==> config.mk <==
export PLATFORM = sky130hd
export DESIGN_NAME = mux_arb_n
export DESIGN_NICKNAME = d
export VERILOG_FILES = /design/src/rtl/mux_arb_n.sv
export SDC_FILE = /design/constraint.sdc
export NUM_CORES = 1
export LEC_CHECK = 0
export ABC_AREA = 1
export BUFFER_PORTS_ARGS = -buffer_cell sky130_fd_sc_hd__buf_2
export CAP_MARGIN = 20
export CELL_PAD_IN_SITES_DETAIL_PLACEMENT = 2
export CELL_PAD_IN_SITES_GLOBAL_PLACEMENT = 2
export CORE_MARGIN = 8
export CORE_UTILIZATION = 18
export DETAILED_ROUTE_END_ITERATION = 10
export PLACE_DENSITY = 0.86
export RECOVER_POWER = 100
export SLEW_MARGIN = 20
export SYNTH_ARGS = -nofsm -noshare
export SYNTH_HDL_FRONTEND = slang
export SYNTH_SLANG_ARGS = --single-unit
==> constraint.sdc <==
create_clock -name clk -period 0.9 [get_ports clk]
set_input_delay 0.045 -clock clk [delete_from_list [all_inputs] [get_ports clk]]
set_output_delay 0.045 -clock clk [all_outputs]
set_load 0.01 [all_outputs]
==> src/rtl/mux_arb_n.sv <==
`default_nettype none
// ============================================================================
//  Module      : mux_arb_n
//  Description : N-channel arbitrating multiplexer with a single registered
//                output stage (valid/ready on both sides).
//                Define MUX_ARB_RR_EN for round-robin arbitration. In the
//                default build the arbiter uses fixed priority: the lowest
//                index wins, and there is no priority pointer.
//  Ports       : clk        - single clock, rising edge
//                rst        - synchronous active-high reset
//                in_data    - N packed words, channel k at [k*WIDTH +: WIDTH]
//                in_valid   - per-channel word present
//                in_ready   - one-hot grant, word accepted this cycle
//                out_data   - registered selected word
//                out_sel    - registered index of the supplying channel
//                out_valid  - output register holds a word
//                out_ready  - consumer accepts the word this cycle
//  Revision    : 1.0 - initial release
// ============================================================================
module mux_arb_n #(
    parameter int WIDTH = 16,
    parameter int N     = 4
) (
    input  logic                 clk,
    input  logic                 rst,
    input  logic [N*WIDTH-1:0]   in_data,
    input  logic [N-1:0]         in_valid,
    output logic [N-1:0]         in_ready,
    output logic [WIDTH-1:0]     out_data,
    output logic [$clog2(N)-1:0] out_sel,
    output logic                 out_valid,
    input  logic                 out_ready
);

    localparam int SEL_W = $clog2(N);

    logic [WIDTH-1:0] r_out_data;
    logic [SEL_W-1:0] r_out_sel;
    logic             r_out_valid;

    logic             w_load;
    logic             w_found;
    logic             w_xfer;
    logic [SEL_W-1:0] w_grant;
    logic [SEL_W-1:0] w_base;
    logic [WIDTH-1:0] w_grant_data;
    logic [N-1:0]     w_onehot;

    // Channel examined at search position i when position 0 is 'base'.
    function automatic int scan_idx(input int base, input int i);
        return (base + i) % N;
    endfunction

    // The output register can take a new word when empty or being drained.
    assign w_load = !r_out_valid || out_ready;

    // Priority search starting at w_base; first requester found wins.
    always_comb begin
        w_found      = 1'b0;
        w_grant      = '0;
        w_grant_data = '0;
        for (int i = 0; i < N; i++) begin
            if (!w_found && in_valid[scan_idx(int'(w_base), i)]) begin
                w_found      = 1'b1;
                w_grant      = SEL_W'(scan_idx(int'(w_base), i));
                w_grant_data = in_data[scan_idx(int'(w_base), i)*WIDTH +: WIDTH];
            end
        end
    end

    // Reset gates the handshake so no word is consumed while in reset.
    assign w_xfer   = !rst && w_load && w_found;
    assign w_onehot = {{(N-1){1'b0}}, 1'b1} << w_grant;
    assign in_ready = w_xfer ? w_onehot : '0;

`ifdef MUX_ARB_RR_EN
    logic [SEL_W-1:0] r_ptr;

    // Pointer moves one past the winner; N need not be a power of two,
    // so the wrap is explicit rather than relying on overflow.
    always_ff @(posedge clk) begin
        if (rst) begin
            r_ptr <= '0;
        end else if (w_xfer) begin
            r_ptr <= (w_grant == SEL_W'(N - 1)) ? '0 : w_grant + SEL_W'(1);
        end
    end

    assign w_base = r_ptr;
`else
    assign w_base = '0;
`endif

    // Output register. With load high and no grant, valid falls but the
    // data/sel fields keep their last value.
    always_ff @(posedge clk) begin
        if (rst) begin
            r_out_valid <= 1'b0;
            r_out_data  <= '0;
            r_out_sel   <= '0;
        end else if (w_load) begin
            r_out_valid <= w_found;
            if (w_found) begin
                r_out_data <= w_grant_data;
                r_out_sel  <= w_grant;
            end
        end
    end

    assign out_data  = r_out_data;
    assign out_sel   = r_out_sel;
    assign out_valid = r_out_valid;

endmodule
`default_nettype wire

==> results of run 1 <==
-- synthesized netlist by cell type --
cell type                  count
sky130_fd_sc_hd__nand2_2       9
sky130_fd_sc_hd__buf_6         4
sky130_fd_sc_hd__nand3_1      20
sky130_fd_sc_hd__nor3_1        1
sky130_fd_sc_hd__a21oi_1      14
sky130_fd_sc_hd__buf_2         3
sky130_fd_sc_hd__nor2_1       23
sky130_fd_sc_hd__nand2_8       1
sky130_fd_sc_hd__nand2_1      68
sky130_fd_sc_hd__inv_2         1
sky130_fd_sc_hd__a21oi_2      17
sky130_fd_sc_hd__dfxtp_1      19
sky130_fd_sc_hd__nor2_4        1
sky130_fd_sc_hd__nand3_4       1
sky130_fd_sc_hd__buf_12        2
sky130_fd_sc_hd__clkbuf_1      2
sky130_fd_sc_hd__inv_1        25
sky130_fd_sc_hd__nand3_2      11
sky130_fd_sc_hd__buf_4         1
sky130_fd_sc_hd__o21ai_0       2
-- worst max-delay path: stages (launching register included) --
cell and delay (ns):
sky130_fd_sc_hd__dfxtp_2 0.34, sky130_fd_sc_hd__nand2_4 0.09, sky130_fd_sc_hd__nand2_8 0.07, sky130_fd_sc_hd__inv_8 0.06, sky130_fd_sc_hd__nand2_8 0.05, sky130_fd_sc_hd__nor3_4 0.12, sky130_fd_sc_hd__buf_2 0.16
-- per-stage QoR --
stage	TNS, ns	cells	util, %	total power (uW)	worst slack (ns)
floorplan	-0.484	225	-	1470	-0.0434
global placement	-2.71	428	26.8	1830	-0.180
detailed placement	-3.79	428	26.8	1870	-0.211
CTS	-5.86	436	28.4	2550	-0.346
global route	-5.98	444	30.5	2810	-0.344
finish	-4.83	444	30.5	2640	-0.295
-- worst paths after layout --
check	from	to	slack (ns)	cells after the start
worst max register to register	out_valid$_SDFFE_PP0P_	out_data[7]$_SDFFE_PP0P_	-0.26	7
worst max-delay path	out_valid$_SDFFE_PP0P_	in_ready[0]	-0.30	6
worst min-delay path	in_data[44]	out_data[12]$_SDFFE_PP0P_	0.07	3
worst min register to register	out_data[15]$_SDFFE_PP0P_	out_data[15]$_SDFFE_PP0P_	0.47	2
-- registers in the layout, indices dropped and copies added (netlist names) --
name       count
out_data      16
out_sel        2
out_valid      1
-- cell usage in the layout (no fill, tap or decap) --
cell type	count
sky130_fd_sc_hd__nand3_1	20
sky130_fd_sc_hd__dfxtp_1	18
sky130_fd_sc_hd__buf_16	1
sky130_fd_sc_hd__nand2_4	2
sky130_fd_sc_hd__clkbuf_1	13
sky130_fd_sc_hd__clkbuf_8	3
sky130_fd_sc_hd__clkbuf_16	1
sky130_fd_sc_hd__buf_6	1
sky130_fd_sc_hd__clkbuf_2	5
sky130_fd_sc_hd__inv_1	25
sky130_fd_sc_hd__a21oi_1	6
sky130_fd_sc_hd__buf_12	3
sky130_fd_sc_hd__buf_2	76
sky130_fd_sc_hd__nor3_4	1
sky130_fd_sc_hd__nand2_8	2
sky130_fd_sc_hd__nor2_4	5
sky130_fd_sc_hd__diode_2	1
sky130_fd_sc_hd__buf_4	21
sky130_fd_sc_hd__nand2_2	19
sky130_fd_sc_hd__nand2_1	55
sky130_fd_sc_hd__dfxtp_2	1
sky130_fd_sc_hd__o21ai_0	2
sky130_fd_sc_hd__nor2_1	16
sky130_fd_sc_hd__nand3_2	11
sky130_fd_sc_hd__inv_8	1
sky130_fd_sc_hd__nor2_2	3
sky130_fd_sc_hd__a21oi_2	21
sky130_fd_sc_hd__a21oi_4	4
sky130_fd_sc_hd__buf_8	1
sky130_fd_sc_hd__nand3_4	1
-- report_power, final --
group / internal, uW / total [uW] / switching [uW]
Combinational: 486 / 1070 / 580
Clock: 315 / 610 / 295
Sequential: 913 / 963 / 49.9
Total: 1710 / 2640 / 925
-- what timing repair did --
item,in CTS,in global routing
setup buffers,3,6
pin swaps,6,14
endpoints found under the setup margin,22,23
gates resized for setup,8,32
cloned,1,1
-- cells by family after synthesis --
logic type	share of synthesized area, %
compound gates	15.4
simple gates	44.6
buf+inv	14.3
flops	25.6
-- cell type report --
cell class	count	area [sq um]
Fill cell	1013	5620
Multi-Input combinational cell	168	1060
Clock buffer	4	45.0
Timing Repair Buffer	121	747
Tap cell	105	131
Inverter	26	105
Antenna cell	1	2.50
Sequential cell	19	382
-- metal layers --
metal / part of all wire, % / wire (um) / vias up
met3: 3.6 / 267 / 4
met2: 55 / 4080 / 41
met1: 41 / 3040 / 873
li1: - / - / 931
met4: 1.2 / 88 / 0
met5: 0 / 0 / -
==> flow_metrics.py, run 1 <==
metrics = {
    "job": {
        "drv.max_cap_violation_count": 0,
    },
    "sta": {
        "finalClockSkew_ns": 0.00478,
        "timing_hold_violations_final": 0,
        "slew_headroom_pct": 77.0,
        "period_minus_slack_ns": 1.20,
        "drv_slew": 0,
        "post-route-worst-setup-slack_ns": -0.295,
        "min_period_over_period_pct": 133,
        "setup_violations": 22,
        "clock.fmax_mhz": 837,
        "fin_hold_ws_ns": 0.0715,
        "timing_worst_slew_pin_value_ns": 0.345,
        "rsz0062_at_grt": "yes",
    },
    "logic_synthesis": {
        "synth.distinct_cells": 20,
        "yosys.area.top_type": "sky130_fd_sc_hd__dfxtp_1",
        "syn-cell-area_sq_um": 1480,
        "synth-warning-count": 0,
        "mappedNetlistNets": 296,
        "seq_area_frac_synth_pct": 25.6,
        "synth.top_cell.area_share_pct": 25.6,
        "synth.avg_cell_area_sq_um": 6.60,
        "yosys_register_bits": 19,
        "synth.top_cells.by_area": "sky130_fd_sc_hd__dfxtp_1 26%, sky130_fd_sc_hd__nand2_1 17%, sky130_fd_sc_hd__a21oi_2 10%, sky130_fd_sc_hd__nand3_2 7.4%, sky130_fd_sc_hd__nand3_1 6.7%",
        "postSynthCellCount": 225,
    },
    "clocking": {
        "cts-hold-fix-buffers": 0,
        "path_clk_slew_ns": 0.08,
        "numCtsBuffers": 3,
        "cts.htree.levels": 1,
        "source_to_sink_clock_delay_at_the_later_pin_of_the_worst_skew_pair_ns": 0.26,
        "cts.path.max_buffers": 2,
        "tritoncts": "done",
        "tritoncts_num_sinks": 19,
        "clk_root_buffer_cell": "sky130_fd_sc_hd__clkbuf_8",
    },
    "routing": {
        "via_count": 1849,
        "route.detailed.wl_per_inst_um": 16.8,
        "first_pass_detailed_route_iteration_total": 4,
        "remaining_drcs": 0,
        "drt.antenna.violating_nets": 0,
        "detail_route.iter0.violations": 37,
        "finalWirelength_um": 7480,
        "vias_per_cell": 4.16,
    },
    "setup_path": {
        "cp_data_arrival_time_ns": 1.15,
        "timing.critical_path.required_ns": 0.85,
        "start_kind": "flip-flop",
        "worstPathMaxFanout": 4,
        "worstSetupPathType": "flip-flop to output port",
        "cp-end-kind": "output port",
    },
    "place": {
        "finalWeightedCongestion": 0.732,
        "io_buffers": 93,
        "place_area_sq_um": 2170,
        "dp.final_hpwl_um": 5830,
    },
    "global_route": {
        "use_met1_pct": 13.4,
        "first_global_vias": 2085,
        "globalRouteMet2Util_pct": 21.9,
        "grt_first_pass_wirelength_um": 10800,
        "most_crowded_layer_after_global_routing": "met2",
        "grt_max_degree": 16,
        "gr-usage-all-layers_pct": 11.8,
        "globalRoute.totalOverflow": 0,
        "number_of_antenna_violations_at_the_first_check_in_global_routing": 1,
        "globalRouteMet3Util_pct": 1.62,
    },
    "die": {
        "row_count": 33,
        "die_area_sq_um": 11400,
        "die_w_um": 107,
        "die_height_um": 107,
        "boundaryPins": 94,
        "initial_core_util_pct": 18.3,
        "coreArea_sq_um": 8090,
    },
    "cells_and_area": {
        "synthToLayoutAreaGrowth_pct": 66.4,
        "final_layout_size_suffix_gt1_share_pct": 54.1,
        "stdcell_area_sq_um": 2470,
        "final_nets": 410,
    },
    "power": {
        "powerDensity_nw_per_um2": 1070,
        "power.static_leakage_uw": 0.00126,
        "ir_drop_mv": 0.415,
    },
    "min_path": {
        "worst_hold_path_type": "primary input to flip-flop",
    },
    "outcome": {
        "violations": "negative setup slack",
        "status": "finished, violations left",
    },
}
Power figures use the tool's default switching activity.
==> run 2: changes to the inputs <==
--- a/config.mk
+++ b/config.mk
@@ -10,7 +10,7 @@
 export CAP_MARGIN = 20
 export CELL_PAD_IN_SITES_DETAIL_PLACEMENT = 2
 export CELL_PAD_IN_SITES_GLOBAL_PLACEMENT = 2
-export CORE_MARGIN = 8
+export CORE_ASPECT_RATIO = 0.9
 export CORE_UTILIZATION = 18
 export DETAILED_ROUTE_END_ITERATION = 10
 export PLACE_DENSITY = 0.86
==> run 2 against run 1 <==
The flow finishes with violations (design-rule violations, negative setup slack). First-iteration DRC count rose by 30%. Final area fell by 7.6%. Non-clock buffer count fell by 6. Setup slack improved by 0.010 ns. Total power fell by 5.8%. Flip-flop and latch count did not move. Worst hold slack got worse by 0.010 ns. Critical path depth did not move.
==> flow_metrics.py, run 2 (synthesis gave the netlist of run 1 again) <==
metrics = {
    "outcome": {
        "status": "finished, violations left",
        "violations": "design-rule violations, negative setup slack",
    },
    "clocking": {
        "tritoncts_num_sinks": 19,
        "tritoncts": "done",
        "clk_root_buffer_cell": "sky130_fd_sc_hd__clkbuf_8",
        "cts.htree.levels": 1,
        "numCtsBuffers": 3,
        "cts-hold-fix-buffers": 0,
        "path_clk_slew_ns": 0.07,
        "cts.path.max_buffers": 2,
        "source_to_sink_clock_delay_at_the_later_pin_of_the_worst_skew_pair_ns": 0.26,
    },
    "cells_and_area": {
        "number_of_flip_flops_in_the_largest_register": 16,
        "final_layout_size_suffix_gt1_share_pct": 48.2,
        "postLayoutCoreUtil_pct": 28.4,
        "stdcell_area_sq_um": 2280,
        "final_nets": 404,
        "antenna_cells_inserted": 0,
        "final_common_cell": "sky130_fd_sc_hd__buf_2",
        "most-common-layout-cells": "75 x sky130_fd_sc_hd__buf_2, 66 x sky130_fd_sc_hd__nand2_1, 25 x sky130_fd_sc_hd__inv_1, 24 x sky130_fd_sc_hd__a21oi_2, 20 x sky130_fd_sc_hd__nand3_1",
        "synthToLayoutAreaGrowth_pct": 53.8,
    },
    "setup_path": {
        "path_cells": "nand2_4 -> nand2_8 -> inv_8 -> nand2_8 -> nor3_4 -> buf_2",
        "critical_path.most_common_cell": "sky130_fd_sc_hd__nand2_8",
        "worst_path_largest_cell_delay_ns": 0.34,
        "cpMaxStageDelayCell": "sky130_fd_sc_hd__dfxtp_2",
        "cell_family_with_the_largest_share_of_critical_path_delay": "flip-flops",
        "depth_of_the_worst_register_to_register_path": 7,
        "worstSetupEndpoint": "in_ready[0]",
        "setup.worst_path.start": "out_valid$_SDFFE_PP0P_",
        "critical_path_depth": 6,
        "r2r_start": "out_valid$_SDFFE_PP0P_",
        "worstPathMaxFanout": 4,
        "start_kind": "flip-flop",
        "rrSetupSlack_ns": -0.29,
        "worstSetupPathType": "flip-flop to output port",
        "bufs_and_invs_on_worst_path": 2,
        "reg2reg_to": "out_data[6]$_SDFFE_PP0P_",
        "cp-end-kind": "output port",
        "cp_data_arrival_time_ns": 1.14,
        "timing.critical_path.required_ns": 0.85,
    },
    "global_route": {
        "grt_max_degree": 18,
        "gr-usage-all-layers_pct": 14.0,
        "grt_first_pass_wirelength_um": 9350,
        "first_global_vias": 1893,
        "globalRoute.totalOverflow": 0,
        "number_of_antenna_violations_at_the_first_check_in_global_routing": 0,
    },
    "sta": {
        "period_minus_slack_ns": 1.19,
        "post-route-worst-setup-slack_ns": -0.285,
        "min_period_over_period_pct": 132,
        "clock.fmax_mhz": 844,
        "timing_hold_violations_final": 0,
        "drv_slew": 0,
        "timing_worst_slew_pin_value_ns": 0.323,
        "slew_headroom_pct": 78.4,
        "finalClockSkew_ns": 0.00100,
        "setup_violations": 23,
        "rsz0062_at_grt": "yes",
    },
    "power": {
        "total_power_uw": 2480,
        "ir_drop_mv": 0.304,
        "power.static_leakage_uw": 0.00117,
        "powerDensity_nw_per_um2": 1090,
    },
    "die": {
        "die_w_um": 97.7,
        "die_area_sq_um": 8610,
        "initial_core_util_pct": 18.5,
        "row_count": 31,
        "coreArea_sq_um": 8030,
        "boundaryPins": 94,
        "die_height_um": 88.1,
    },
    "place": {
        "place_area_sq_um": 2180,
        "worst_slack_after_detailed_placement_ns": -0.258,
        "dp.final_hpwl_um": 5120,
        "io_buffers": 93,
        "finalWeightedCongestion": 0.667,
    },
    "routing": {
        "first_pass_detailed_route_iteration_total": 7,
        "finalWirelength_um": 6150,
        "remaining_drcs": 6,
        "via_count": 1820,
        "route.detailed.wl_per_inst_um": 14.3,
        "vias_per_cell": 4.22,
        "drt.antenna.violating_nets": 0,
        "detail_route.iter0.violations": 48,
    },
    "min_path": {
        "worst_hold_startpoint": "in_data[46]",
        "worst_hold_path_type": "primary input to flip-flop",
        "hold-path-cell-count": 3,
    },
    "job": {
        "drv.max_cap_violation_count": 0,
    },
}
==> run 2: cell types whose count changed in the layout (fill, tap and decap cells not counted), moves of 2 or more <==
cell,delta
sky130_fd_sc_hd__buf_4,-3
sky130_fd_sc_hd__a21oi_2,+3
sky130_fd_sc_hd__nand2_2,-10
sky130_fd_sc_hd__nor2_4,-4
sky130_fd_sc_hd__clkbuf_2,-2
sky130_fd_sc_hd__nor2_2,+2
sky130_fd_sc_hd__a21oi_4,-4
sky130_fd_sc_hd__nand2_1,+11
sky130_fd_sc_hd__nor2_1,+2
sky130_fd_sc_hd__clkbuf_1,+3
==> run 2: worst min-delay path by stage <==
stage | to | slack [ns]
after CTS | out_data[14]$_SDFFE_PP0P_ | 0.05
final | out_data[14]$_SDFFE_PP0P_ | 0.06
after detailed placement | out_data[14]$_SDFFE_PP0P_ | 0.32
after global routing | out_data[14]$_SDFFE_PP0P_ | 0.06
after floorplan | out_data[0]$_SDFFE_PP0P_ | 0.11
after global placement | out_data[11]$_SDFFE_PP0P_ | 0.32
==> run 2: worst min-delay path, cell delays in order <==
cell,delay (ns)
sky130_fd_sc_hd__buf_2,0.07
sky130_fd_sc_hd__a21oi_1,0.07
sky130_fd_sc_hd__a21oi_2,0.10
==> run 2: routing by layer <==
metal	track usage [%]	up-vias	wire (um)
li1	-	918	-
met1	16.7	853	2680
met2	26.0	42	3160
met3	2.00	7	228
met4	4.55	0	85
met5	0	-	0
==> run 2: layout make-up <==
| type | instances | area (sq um) |
|---|---|---|
| clock buffer | 4 | 45.0 |
| fill | 995 | 5750 |
| inverter | 26 | 105 |
| multi-input combinational | 168 | 965 |
| sequential | 19 | 382 |
| tap | 99 | 124 |
| timing repair buffer | 115 | 662 |
==> run 2: stage by stage <==
| stage | setup TNS, ns | hold slack, ns | std cells |
|---|---|---|---|
| after floorplan | -0.484 | 0.107 | 225 |
| after global placement | -3.27 | 0.315 | 423 |
| after detailed placement | -4.57 | 0.325 | 423 |
| after CTS | -5.65 | 0.0505 | 428 |
| after global routing | -6.60 | 0.0633 | 431 |
| final | -5.22 | 0.0612 | 431 |
==> run 2: power by group <==
| part | leakage, uW | switching (uW) | internal (uW) |
|---|---|---|---|
| Sequential | 0.000157 | 48.3 | 914 |
| Clock | 0.0000228 | 286 | 315 |
| Combinational | 0.000994 | 516 | 406 |
==> run 2: timing repair <==
action,4_1_cts,5_1_grt
pin swaps,3,2
setup endpoints to repair,22,23
gates resized for setup,10,3
buffers inserted,1,3
==> run 3: changes to the inputs <==
--- a/config.mk
+++ b/config.mk
@@ -5,15 +5,14 @@
 export SDC_FILE = /design/constraint.sdc
 export NUM_CORES = 1
 export LEC_CHECK = 0
-export ABC_AREA = 1
 export BUFFER_PORTS_ARGS = -buffer_cell sky130_fd_sc_hd__buf_2
 export CAP_MARGIN = 20
 export CELL_PAD_IN_SITES_DETAIL_PLACEMENT = 2
 export CELL_PAD_IN_SITES_GLOBAL_PLACEMENT = 2
 export CORE_ASPECT_RATIO = 0.9
-export CORE_UTILIZATION = 18
+export CORE_UTILIZATION = 23
 export DETAILED_ROUTE_END_ITERATION = 10
-export PLACE_DENSITY = 0.86
+export PLACE_DENSITY = 0.95
 export RECOVER_POWER = 100
 export SLEW_MARGIN = 20
 export SYNTH_ARGS = -nofsm -noshare
==> constraint.sdc (replaced) <==
create_clock -name clk -period 1.5 [get_ports clk]
set_input_delay 0.075 -clock clk [delete_from_list [all_inputs] [get_ports clk]]
set_output_delay 0.075 -clock clk [all_outputs]
set_load 0.01 [all_outputs]
==> run 3 against run 2 <==
The flow now finishes without violations. Highest routed layer unchanged. Final area decreased by 17%. Die area decreased by 30%. Clock power decreased by 40%. Non-clock buffer count decreased by 11.
==> flow_metrics.py, run 3 <==
metrics = {
    "logic_synthesis": {
        "ys.flop_type": "sky130_fd_sc_hd__dfxtp_1",
        "ys_top_cells_by_count": "24 x sky130_fd_sc_hd__nor2_1, 19 x sky130_fd_sc_hd__dfxtp_1, 13 x sky130_fd_sc_hd__a221o_1, 13 x sky130_fd_sc_hd__nor3_1, 10 x sky130_fd_sc_hd__nand2b_1",
        "yosys.area.top_type": "sky130_fd_sc_hd__dfxtp_1",
        "yosys.cell_count.top_type": "sky130_fd_sc_hd__nor2_1",
        "synth.top_cells.by_area": "sky130_fd_sc_hd__dfxtp_1 29%, sky130_fd_sc_hd__a221o_1 9.8%, sky130_fd_sc_hd__nor2_1 6.8%, sky130_fd_sc_hd__a211oi_2 5.7%, sky130_fd_sc_hd__buf_6 5.1%",
        "synth.avg_cell_area_sq_um": 8.89,
        "synth-warning-count": 0,
        "synth.top_cell.area_share_pct": 28.7,
        "postSynthCellCount": 149,
        "synth-edff-count": 0,
        "synth.distinct_cells": 28,
        "synth_async_reset_ratio_pct": 0,
        "syn-cell-area_sq_um": 1330,
        "mappedNetlistNets": 220,
        "yosys_register_bits": 19,
        "seq_area_frac_synth_pct": 28.7,
    },
    "die": {
        "die_w_um": 82.0,
        "coreArea_sq_um": 5410,
        "boundaryPins": 94,
        "die_area_sq_um": 6070,
        "die_height_um": 74.0,
        "initial_core_util_pct": 24.5,
        "row_count": 25,
    },
    "place": {
        "place_area_sq_um": 1860,
        "dpl.cell_count": 305,
        "finalWeightedCongestion": 0.708,
        "io_buffers": 93,
        "dp.final_hpwl_um": 4190,
    },
    "cells_and_area": {
        "final_common_cell": "sky130_fd_sc_hd__buf_2",
        "final_layout_size_suffix_gt1_share_pct": 45.9,
        "synthToLayoutAreaGrowth_pct": 42.4,
        "number_of_flip_flops_in_the_largest_register": 16,
        "stdcell_area_sq_um": 1890,
        "most-common-layout-cells": "73 x sky130_fd_sc_hd__buf_2, 25 x sky130_fd_sc_hd__nor2_1, 21 x sky130_fd_sc_hd__clkbuf_1, 19 x sky130_fd_sc_hd__dfxtp_1, 13 x sky130_fd_sc_hd__a221o_1",
        "final_cell_count_no_fill": 309,
        "postLayoutCoreUtil_pct": 34.9,
        "antenna_cells_inserted": 0,
        "final_nets": 314,
    },
    "power": {
        "power.static_leakage_uw": 0.000845,
        "powerDensity_nw_per_um2": 743,
        "clkPwrFrac_pct": 25.9,
        "flop_pwr_share_pct": 41.2,
        "power.share.switching_pct": 31.7,
        "power_switching_uw": 445,
        "ir_drop_mv": 0.298,
        "internal_power_uw": 957,
        "comb_power_share_pct": 32.9,
    },
    "clocking": {
        "tritoncts": "done",
        "cts.htree.levels": 1,
        "clk_root_buffer_cell": "sky130_fd_sc_hd__clkbuf_8",
        "source_to_sink_clock_delay_at_the_later_pin_of_the_worst_skew_pair_ns": 0.26,
        "post_cts_buffers": 0,
        "path_clk_slew_ns": 0.08,
        "tritoncts_num_sinks": 19,
        "cts.path.max_buffers": 2,
        "numCtsBuffers": 3,
    },
    "routing": {
        "first_pass_detailed_route_iteration_total": 4,
        "route.detailed.wl_per_inst_um": 17.1,
        "vias_per_cell": 4.96,
        "drt.antenna.violating_nets": 0,
        "detail_route.iter0.violations": 26,
        "remaining_drcs": 0,
        "via_count": 1533,
        "finalWirelength_um": 5280,
    },
    "sta": {
        "period_minus_slack_ns": 1.41,
        "timing_worst_slew_pin_value_ns": 0.495,
        "finalClockSkew_ns": 0.00607,
        "min_period_over_period_pct": 94.0,
        "setup_violations": 0,
        "clock.fmax_mhz": 709,
        "fin_setup_tns_ns": 0,
        "slew_headroom_pct": 66.9,
        "timing_hold_violations_final": 0,
        "rsz0062_at_grt": "no",
        "drv_slew": 0,
    },
    "job": {
        "drv.max_cap_violation_count": 0,
    },
    "global_route": {
        "globalRoute.totalOverflow": 0,
        "grt_first_pass_wirelength_um": 8250,
        "gr-usage-all-layers_pct": 18.0,
        "grt_max_degree": 21,
        "number_of_antenna_violations_at_the_first_check_in_global_routing": 0,
        "first_global_vias": 1649,
    },
    "setup_path": {
        "worstSetupPathType": "flip-flop to output port",
        "worstPathMaxFanout": 6,
        "setup.worst_path.start": "out_valid$_SDFFE_PP0P_",
        "cp_data_arrival_time_ns": 1.33,
        "reg2reg_to": "out_data[1]$_SDFFE_PP0P_",
        "start_kind": "flip-flop",
        "timing.critical_path.required_ns": 1.42,
        "rrSetupSlack_ns": 0.10,
        "depth_of_the_worst_register_to_register_path": 5,
        "worstSetupEndpoint": "in_ready[3]",
        "r2r_start": "out_valid$_SDFFE_PP0P_",
        "cp-end-kind": "output port",
    },
    "outcome": {
        "status": "finished clean",
    },
    "min_path": {
        "worst_hold_path_type": "primary input to flip-flop",
    },
}
-- run 3: per-layer routing --
metal / GRT usage [%] / vias up / wire length, um
met1: 22.2 / 734 / 2280
met5: 0 / - / 0
met2: 32.8 / 52 / 2690
met3: 1.35 / 6 / 231
li1: - / 741 / -
met4: 5.85 / 0 / 80
-- run 3: how the worst min path moves through the flow --
stage | startpoint | to | cells after the start
global placement | in_data[54] | out_data[6]$_SDFFE_PP0P_ | 3
detailed placement | in_data[55] | out_data[7]$_SDFFE_PP0P_ | 3
CTS | in_data[55] | out_data[7]$_SDFFE_PP0P_ | 3
finish | in_data[55] | out_data[7]$_SDFFE_PP0P_ | 3
floorplan | in_data[53] | out_data[5]$_SDFFE_PP0P_ | 2
global route | in_data[56] | out_data[8]$_SDFFE_PP0P_ | 3
-- run 3: metrics by stage --
step                total power, uW  worst slack, ns  hold WS [ns]
floorplan                       850           0.0541         0.291
global placement               1050            0.136         0.398
detailed placement             1070           0.0824         0.425
CTS                            1430           0.0510         0.153
global route                   1490           0.0154         0.170
finish                         1400           0.0904         0.149
-- run 3: layout make-up --
cell class | count | area, sq um
clock buffers | 4 | 45.0
repair buffers | 104 | 548
multi-input cells | 109 | 807
inverters | 6 | 22.5
well taps | 67 | 83.8
fillers | 659 | 3520
flip-flops and latches | 19 | 380
-- run 3: critical path, stage by stage, from the launching register on --
cell and delay, ns:
sky130_fd_sc_hd__dfxtp_1 0.31, sky130_fd_sc_hd__nor2b_2 0.15, sky130_fd_sc_hd__buf_4 0.16, sky130_fd_sc_hd__nor3_4 0.15, sky130_fd_sc_hd__and3_1 0.18, sky130_fd_sc_hd__buf_2 0.12
-- run 3: power groups by stage --
stage | combinational, uW | clock, uW | sequential, uW
finish | 461 | 363 | 577
global route | 506 | 401 | 583
CTS | 481 | 375 | 576
detailed placement | 479 | 0 | 588
global placement | 460 | 0 | 586
floorplan | 242 | 0 | 608
-- run 3: cell families (layout without fill, tap and decap cells) --
group | count (synthesis) | in the layout | synth area share, %
AO/OA/AOI/OAI | 45 | 45 | 32.8
flip-flops | 19 | 19 | 28.7
AND/OR/NAND/NOR | 64 | 64 | 27.7
buffers and inverters | 21 | 114 | 10.9
-- run 3: timing repair --
| action | 4_1_cts | 5_1_grt |
|---|---|---|
| hold endpoints to repair | 0 | 0 |
| hold buffers | 0 | 0 |
| gates resized for setup | 1 | 2 |
| endpoints found under the setup margin | 3 | 3 |
